--- src/rtl/slot_game_ctrl_if.sv ---
// Shared spin-engine bus: start/select from the controller, out/won back from the selected engine.
interface slot_game_ctrl_if;
    logic       eng_start;
    logic       eng_sel;
    logic [9:0] eng_out;
    logic       eng_won;

    modport master (
        output eng_start,
        output eng_sel,
        input  eng_out,
        input  eng_won
    );

    modport slave (
        input  eng_start,
        input  eng_sel,
        output eng_out,
        output eng_won
    );
endinterface

--- src/rtl/slot_game_ctrl.sv ---
// Slot machine game sequencer: credit balance, spin timing, result sampling and payout.
// Optional macro FREE_PLAY_EN: spins are accepted without charging credit; no_credit is tied low.
module slot_game_ctrl #(
    parameter int unsigned CREDIT_W      = 8,
    parameter int unsigned SPIN_CYCLES   = 64,
    parameter int unsigned SETTLE_CYCLES = 2,
    parameter int unsigned PAYOUT_M1     = 5,
    parameter int unsigned PAYOUT_M2     = 10
) (
    input  logic                    clk,
    input  logic                    rst,
    input  logic                    coin_in,
    input  logic                    spin_req,
    input  logic                    mode_sel,
    slot_game_ctrl_if.master        eng,
    output logic [CREDIT_W-1:0]     credits,
    output logic [9:0]              result,
    output logic                    busy,
    output logic                    win_pulse,
    output logic                    no_credit
);

    localparam int unsigned CNT_MAX = (SPIN_CYCLES > SETTLE_CYCLES) ? SPIN_CYCLES : SETTLE_CYCLES;
    localparam int unsigned CNT_W   = (CNT_MAX < 2) ? 1 : $clog2(CNT_MAX + 1);
    localparam int unsigned SUM_W   = CREDIT_W + 5;
    localparam logic [SUM_W-1:0] SAT_MAX = {{5{1'b0}}, {CREDIT_W{1'b1}}};

    typedef enum logic [1:0] {
        IDLE,
        SPIN,
        SETTLE,
        PAYOUT
    } state_t;

    state_t              r_state, w_state;
    logic [CNT_W-1:0]    r_cnt, w_cnt;
    logic [CREDIT_W-1:0] r_credits, w_credits;
    logic [9:0]          r_result, w_result;
    logic                r_start, w_start;
    logic                r_sel, w_sel;
    logic                r_won, w_won;
    logic                r_win, w_win;
    logic                r_nocr, w_nocr;
    logic                w_accept;
    logic                w_charge;
    logic [SUM_W-1:0]    w_add;
    logic [SUM_W-1:0]    w_sum;

    always_ff @(posedge clk) begin
        if (rst) begin
            r_state   <= IDLE;
            r_cnt     <= '0;
            r_credits <= '0;
            r_result  <= '0;
            r_start   <= 1'b0;
            r_sel     <= 1'b0;
            r_won     <= 1'b0;
            r_win     <= 1'b0;
            r_nocr    <= 1'b0;
        end else begin
            r_state   <= w_state;
            r_cnt     <= w_cnt;
            r_credits <= w_credits;
            r_result  <= w_result;
            r_start   <= w_start;
            r_sel     <= w_sel;
            r_won     <= w_won;
            r_win     <= w_win;
            r_nocr    <= w_nocr;
        end
    end

    // Spin acceptance decision; charging is separated so free play only changes this block.
    always_comb begin
        w_accept = 1'b0;
        w_charge = 1'b0;
        w_nocr   = 1'b0;
        if (r_state == IDLE && spin_req) begin
`ifdef FREE_PLAY_EN
            w_accept = 1'b1;
`else
            if (r_credits != '0) begin
                w_accept = 1'b1;
                w_charge = 1'b1;
            end else begin
                w_nocr = 1'b1;
            end
`endif
        end
    end

    always_comb begin
        w_state  = r_state;
        w_cnt    = r_cnt;
        w_result = r_result;
        w_start  = r_start;
        w_sel    = r_sel;
        w_won    = r_won;
        w_win    = 1'b0;
        w_add    = SUM_W'(coin_in);
        case (r_state)
            IDLE: begin
                if (w_accept) begin
                    w_state = SPIN;
                    w_cnt   = CNT_W'(SPIN_CYCLES - 1);
                    w_start = 1'b1;
                    w_sel   = mode_sel;
                end
            end
            SPIN: begin
                if (r_cnt == '0) begin
                    w_state = SETTLE;
                    w_cnt   = CNT_W'(SETTLE_CYCLES - 1);
                    w_start = 1'b0;
                end else begin
                    w_cnt = r_cnt - 1'b1;
                end
            end
            SETTLE: begin
                if (r_cnt == '0) begin
                    w_state  = PAYOUT;
                    w_result = eng.eng_out;
                    w_won    = eng.eng_won;
                end else begin
                    w_cnt = r_cnt - 1'b1;
                end
            end
            PAYOUT: begin
                if (r_won) begin
                    w_add = w_add + (r_sel ? SUM_W'(PAYOUT_M2) : SUM_W'(PAYOUT_M1));
                    w_win = 1'b1;
                end
                w_state = IDLE;
            end
            default: w_state = IDLE;
        endcase
    end

    // Coin, charge and payout fold into one net update; a charge implies balance >= 1, so no underflow.
    always_comb begin
        w_sum     = {{5{1'b0}}, r_credits} + w_add - SUM_W'(w_charge);
        w_credits = (w_sum > SAT_MAX) ? {CREDIT_W{1'b1}} : w_sum[CREDIT_W-1:0];
    end

    assign eng.eng_start = r_start;
    assign eng.eng_sel   = r_sel;
    assign credits       = r_credits;
    assign result        = r_result;
    assign busy          = (r_state != IDLE);
    assign win_pulse     = r_win;
    assign no_credit     = r_nocr;

endmodule
--- src/flat_wrapper.sv ---
// flat-port wrapper written by rule: the top's interface ports become plain ports
module slot_game_ctrl_flat 
#(
    parameter int unsigned CREDIT_W      = 8,
    parameter int unsigned SPIN_CYCLES   = 64,
    parameter int unsigned SETTLE_CYCLES = 2,
    parameter int unsigned PAYOUT_M1     = 5,
    parameter int unsigned PAYOUT_M2     = 10
)
  (clk, rst, coin_in, spin_req, mode_sel, credits, result, busy, win_pulse, no_credit, eng_eng_start, eng_eng_sel, eng_eng_out, eng_eng_won);
  slot_game_ctrl_if eng_i ();
  input  logic clk;
  input  logic rst;
  input  logic coin_in;
  input  logic spin_req;
  input  logic mode_sel;
  output logic [CREDIT_W-1:0] credits;
  output logic [9:0] result;
  output logic busy;
  output logic win_pulse;
  output logic no_credit;
  output wire logic [$bits(eng_i.eng_start)-1:0] eng_eng_start;
  output wire logic [$bits(eng_i.eng_sel)-1:0] eng_eng_sel;
  input wire logic [$bits(eng_i.eng_out)-1:0] eng_eng_out;
  input wire logic [$bits(eng_i.eng_won)-1:0] eng_eng_won;
  assign eng_eng_start = eng_i.eng_start;
  assign eng_eng_sel = eng_i.eng_sel;
  assign eng_i.eng_out = eng_eng_out;
  assign eng_i.eng_won = eng_eng_won;
  slot_game_ctrl #(.CREDIT_W(CREDIT_W), .SPIN_CYCLES(SPIN_CYCLES), .SETTLE_CYCLES(SETTLE_CYCLES), .PAYOUT_M1(PAYOUT_M1), .PAYOUT_M2(PAYOUT_M2)) u_core (.clk(clk), .rst(rst), .coin_in(coin_in), .spin_req(spin_req), .mode_sel(mode_sel), .eng(eng_i), .credits(credits), .result(result), .busy(busy), .win_pulse(win_pulse), .no_credit(no_credit));
endmodule
--- config.mk ---
export PLATFORM = sky130hd
export DESIGN_NAME = slot_game_ctrl_flat
export DESIGN_NICKNAME = d
export VERILOG_FILES = /design/src/rtl/slot_game_ctrl_if.sv /design/src/rtl/slot_game_ctrl.sv /design/src/flat_wrapper.sv
export SDC_FILE = /design/constraint.sdc
export NUM_CORES = 1
export LEC_CHECK = 0
export BUFFER_PORTS_ARGS = -buffer_cell sky130_fd_sc_hd__buf_2
export CAP_MARGIN = 20
export CORE_UTILIZATION = 50
export DETAILED_ROUTE_END_ITERATION = 16
export HOLD_SLACK_MARGIN = 0.05
export PLACE_DENSITY_LB_ADDON = 0.12
export SLEW_MARGIN = 5
export SYNTH_ARGS = -nofsm -noshare
export SYNTH_HDL_FRONTEND = slang
export SYNTH_SLANG_ARGS = --single-unit
--- constraint.sdc ---
create_clock -name clk -period 6.8 [get_ports clk]
set_clock_uncertainty 0.15 [all_clocks]
set_input_delay 0.34 -clock clk [delete_from_list [all_inputs] [get_ports clk]]
set_output_delay 0.34 -clock clk [all_outputs]
set_load 0.05 [all_outputs]
[Yosys cells after proc, flatten, opt, wreduce, memory -nomap -nowiden]
Cells that the tools add are included.
Word-level totals
  register bits: 32
  output and inout bits: 23
Cells by class
  reduce and logical (&&, ||, !) cells: 14
  add/subtract/negate cells: 4
  $lt $le $gt $ge: 1
  mux-type cells: 19
  equality and inequality tests: 7
  bitwise logic cells: 2
Operator list (count)
  $mux 13: 2
  $mux 7: 3
  $pmux 7 s3: 1
  $add 1x13->13: 1
  $add 8x13->13: 1
  $gt 13x8->1 const B: 1
  $sub 13x1->13: 1
  $reduce_and 3->1: 3
  $mux 8: 1
  $pmux 2 s4: 1
  $reduce_bool 8->1: 1
  $logic_not 7->1: 1
  $sub 7x1->7 const B: 1
  $mux 1: 6
  $mux 2: 3
  $ne 2x1->1 const B: 3
  $eq 2x2->1 const B: 2
  $mux 4: 1
  $reduce_and 2->1: 2
  $reduce_bool 2->1: 2
  $reduce_or 2->1: 2
  $reduce_bool 3->1: 1
  $eq 2x1->1 const B: 1
  $logic_not 2->1: 1
  4 further kinds: 5

[Longest topological paths before layout]
  depth in word-level cells: 8
  depth in mapped cells: 13
  mapped depth without buffers: 13

[Least setup slack after synthesis]
OpenSTA, ideal clock, no wires.
  kind: register -> register
  from: register u_core.r_credits[7], in the netlist u_core.credits[7]
  to: register u_core.r_credits[0], in the netlist u_core.credits[0]
  setup time: 132 ps
  path buffers: 0
  slack: 3702 ps
  cell stages (with the launch flop): 13
  arrival: 2816 ps
  cells stage by stage: dfxtp_1 inv_1 ha_1 a31oi_1 ha_1 inv_1 ha_1 fa_1 nand3_1 a21o_1 mux2i_1 a211oi_2 a21oi_1
Between the ends
  word-level cells in the longest chain between the ends: 6
  elaborated cells between the ends (all ways): 7
  classes of those cells: 2 x add/sub; 1 x order compare; 3 x mux; 1 x reduce/logical
RTL lines
  start: declaration: RTL line slot_game_ctrl.sv:37  | logic [CREDIT_W-1:0] r_credits, w_credits;
  start signal: assignment: RTL line slot_game_ctrl.sv:63  | r_credits <= w_credits;
  branches (longest 3 deep; another with $add 8x13->13)
  $sub 13x1->13 *: RTL line slot_game_ctrl.sv:141  | w_sum = {{5{1'b0}}, r_credits} + w_add - SUM_W'(w_charge);
  $gt 13x8->1: RTL line slot_game_ctrl.sv:142  | w_credits = (w_sum > SAT_MAX) ? {CREDIT_W{1'b1}} : w_sum[CREDIT_W-1:0];
  $mux 8 *: RTL line slot_game_ctrl.sv:142
Mark *: on every way between the ends.
A chain may end at the register's enable or synchronous reset.

[Worst setup path in the final report]
  from: register u_core.r_state[0]
  to: register u_core.r_credits[1], in the netlist u_core.credits[1]
Between the ends
  word-level cells in the longest chain between the ends: 6
  elaborated cells between the ends (all ways): 9
  classes of those cells: 2 x add/sub; 1 x order compare; 1 x eq/ne; 3 x mux; 2 x reduce/logical
RTL lines
  start: declaration: RTL line slot_game_ctrl.sv:35  | state_t r_state, w_state;
  start signal: assignment: RTL line slot_game_ctrl.sv:61  | r_state <= w_state;
  $eq 2x2->1 or $logic_not 2->1 (tied branches): RTL line slot_game_ctrl.sv:101, slot_game_ctrl.sv:78
  $mux 13 or $logic_and 1x1->1 (tied branches): RTL line slot_game_ctrl.sv:101, slot_game_ctrl.sv:78
  $add 8x13->13 or $mux 1 (tied branches): RTL line slot_game_ctrl.sv:141, slot_game_ctrl.sv:78
  $sub 13x1->13 *: RTL line slot_game_ctrl.sv:141
  $gt 13x8->1: RTL line slot_game_ctrl.sv:142
  $mux 8 *: RTL line slot_game_ctrl.sv:142
Mark *: on every way between the ends. The rest lies on a longest branch, timed or not.

==> key figures <==
Detailed routing
  – Residual DRC: 0
  – DR vias: 1646
  – Vias per cell: 5.23
  – DRT antenna net count: 0
  – 1st-iter DRT viols: 30
  – Drt wl/cell: 12.7 microns
  – Total Wirelength: 4010 microns
  – Router iterations before antenna repair: 4

GRT
  – Global-route usage over all layers: 0.215
  – Remaining global-route overflow: 0
  – GR peak layer: met2
  – Initial antenna violation count: 0
  – Met3 Use GR: 0.0546
  – Vias in the first global route: 1584
  – Grt met2 use: 0.355
  – First-pass GRT wire length: 6980 microns
  – Largest net degree at the start of global routing: 31
  – GRT met1 Usage: 0.262

Synth
  – Most instantiated cells after synthesis: dfxtp_1, inv_1, ha_1, nor2_1, a21oi_1
  – Synth Instances: 226
  – Async SR Flop Fraction: 0
  – Post-synth cell types: 43
  – Number of synthesized flops with an enable pin: 0
  – Synth top area share: 0.323
  – FF+latch count, synth: 32
  – Syn nets: 267
  – Top cells by area, synth: dfxtp_1, ha_1, mux2i_1
  – Sequential element share of the synthesized area: 0.323
  – Yosys synthesis warning count: 0
  – Ys flop type: dfxtp_1
  – Most common cell in the netlist: dfxtp_1
  – Post-synthesis average cell area: 8.79 sq um
  – Area leader, netlist: dfxtp_1
  – Synth Cell Area: 1990 sq um

Timing
  – RSZ-0062 raised after global routing: false
  – Relative slew slack: 0.648
  – Setup tns final: 0 ns
  – Worst setup margin: 3.62 ns
  – Tcrit/Tclk final: 0.468
  – Worst-Margin Slew: 0.528 ns
  – Endpoints failing hold: 0
  – Final min period: 3.18 ns
  – Pins Over Slew Limit: 0
  – Final setup viols: 0
  – Achievable Freq: 314 MHz

Cells and area
  – Storage cell area: 641 sq um
  – Final nets: 307
  – Multi-input gate area: 1210 sq um
  – Finished Layout Cells: 315
  – Area growth, synth to finish: 16.7%
  – # fillers: 348
  – Antenna cell count: 0
  – Post-layout util: 0.619
  – Share of cells above drive strength 1: 0.206

Clock tree
  – Clock root buffer: clkbuf_8
  – CTS Buf Count: 5
  – Post-CTS Hold Fix Bufs: 0
  – TritonCTS clock tree: yes
  – Worst skew pair latency: 0.29 ns
  – Clock edge transition at the registers on the reported setup and hold paths: 0.07 ns
  – Resized cells post-CTS: 0
  – Bufs on Longest Clock Path: 2
  – Post-CTS setup buffers: 0
  – CTS Sinks: 32
  – H-tree Lvls: 2

Placement
  – Inst Count DP: 307
  – Final GP Congestion: 0.775
  – Dpl hpwl: 3040 microns
  – Port bufs: 38
  – Worst slack at placement: 3.64 ns

Power and ir drop
  – PnR Total Power: 0.00132 W
  – Leakage: 1.09 nW
  – Pwr dens: 569 nW/um^2
  – Peak supply drop: 248 uV

Critical path
  – Worst setup startpoint: u_core.r_state[0]
  – Required time of the worst setup path: 6.80 ns
  – Slowest cell delay on critical path: 0.41 ns
  – Crit Path Max Fanout: 7
  – CP Class: register to register
  – CP Capture Type: register
  – Top delay family on crit path: adder cells
  – Crit path arrival time: 3.19 ns
  – Most used cell, CP: ha_1
  – R2R depth: 13
  – R2r setup slk: 3.62 ns
  – Buf+Inv Stages, Crit Path: 2
  – Critical path's slowest cell: a211oi_2
  – R2R Path Start: u_core.r_state[0]
  – Worst reg2reg path endpoint: u_core.credits[1]
  – CP cell instances: inv_1 -> ha_1 -> nand2_1 -> a31oi_1 -> ha_1 -> inv_1 -> ha_1 -> fa_1 -> nand3_1 -> a21o_1 -> mux2i_1 -> a211oi_2 -> a21oi_1
  – Critical path startpoint category: register

Die
  – Chip height: 65.0 microns
  – I/O pins: 39
  – Site row count: 22
  – Die footprint: 4230 sq um
  – CORE AREA: 3740 sq um
  – Initial core utilization: 0.530
  – Die width: 65.0 microns

Min path
  – Min-delay src: eng_eng_out[6]
  – Worst hold-check path type: input pin to register
  – Hold path cells: 3
  – Hold Path Sink: u_core.result[6]

Flow run
  – Max_cap viols: 0

Outcome
  – Status: finished clean
kinds of logic after synthesis:
| logic type | Yosys count | synth area share |
|---|---|---|
| buf+inv | 33 | 0.0681 |
| mux | 15 | 0.0756 |
| simple gates | 60 | 0.158 |
| flops | 32 | 0.323 |
| compound gates | 56 | 0.192 |
| xor+xnor | 5 | 0.0221 |
| fa+ha+maj | 25 | 0.161 |
cells in the final DEF (no fill, tap or decap), drive strengths merged, types with 2 or more instances in the layout:
| cell type | synthesis | routed |
|---|---|---|
| buf | 2 | 38 |
| dfxtp | 32 | 32 |
| inv | 28 | 28 |
| nor2 | 25 | 25 |
| ha | 24 | 24 |
| a21oi | 18 | 18 |
| mux2i | 15 | 15 |
| o21ai | 13 | 13 |
| nand2 | 8 | 8 |
| nand3 | 5 | 5 |
| nand2b | 5 | 5 |
| clkbuf | 3 | 5 |
| nand3b | 4 | 4 |
| a211oi | 4 | 4 |
| o21bai | 3 | 3 |
| xnor2 | 3 | 3 |
| nor3 | 3 | 3 |
| a21o | 3 | 3 |
| a32o | 3 | 3 |
| and2 | 3 | 3 |
| a31oi | 2 | 2 |
| nor4b | 2 | 2 |
| o31ai | 2 | 2 |
| xor2 | 2 | 2 |
| a211o | 2 | 2 |
| a31o | 2 | 2 |
per-layer routing:
metal	share of wire	routed length [microns]
met2	0.47	1890
met3	0.033	134
met4	0.022	89
met1	0.47	1900
met5	0	0
per-stage QoR:
step | hold slack [ns] | instance area [sq um]
6_report | 0.130 | 2320
5_1_grt | 0.132 | 2320
4_1_cts | 0.127 | 2320
3_5_place_dp | 0.327 | 2210
3_3_place_gp | 0.319 | 2210
2_1_floorplan | 0.332 | 1990
state kept, by name (all words and copies together), names as in the netlist:
register / count
u_core.credits: 8
u_core.eng.eng_sel: 1
u_core.eng.eng_start: 1
u_core.no_credit: 1
u_core.r_cnt: 7
u_core.r_state: 2
u_core.r_won: 1
u_core.result: 10
u_core.win_pulse: 1
report_power, final:
group	internal (W)	switching [W]	total [W]
clock	0.000108	0.0000735	0.000182
combinational	0.000320	0.000525	0.000846
sequential	0.000244	0.0000477	0.000291
layout make-up:
type,count,area share
multi-input combinational,161,0.522
sequential,32,0.276
timing repair buffer,38,0.0821
inverter,28,0.0454
clock buffer,5,0.0297
tap,48,0.0259
clock inverter,3,0.0184
worst max-delay path by stage:
stage,endpoint,slack (ns),cells after the start
final,u_core.credits[1],3.62,13
after CTS,u_core.credits[1],3.63,13
after global placement,u_core.credits[0],3.72,13
after floorplan,u_core.credits[0],3.70,12
after global routing,u_core.credits[1],3.35,13
after detailed placement,u_core.credits[1],3.64,13
worst min-delay path, cell delays in order:
cell     delay [ns]
buf_2          0.07
mux2i_1        0.05
nor2_1         0.07
(Power assumes the default switching activity.)
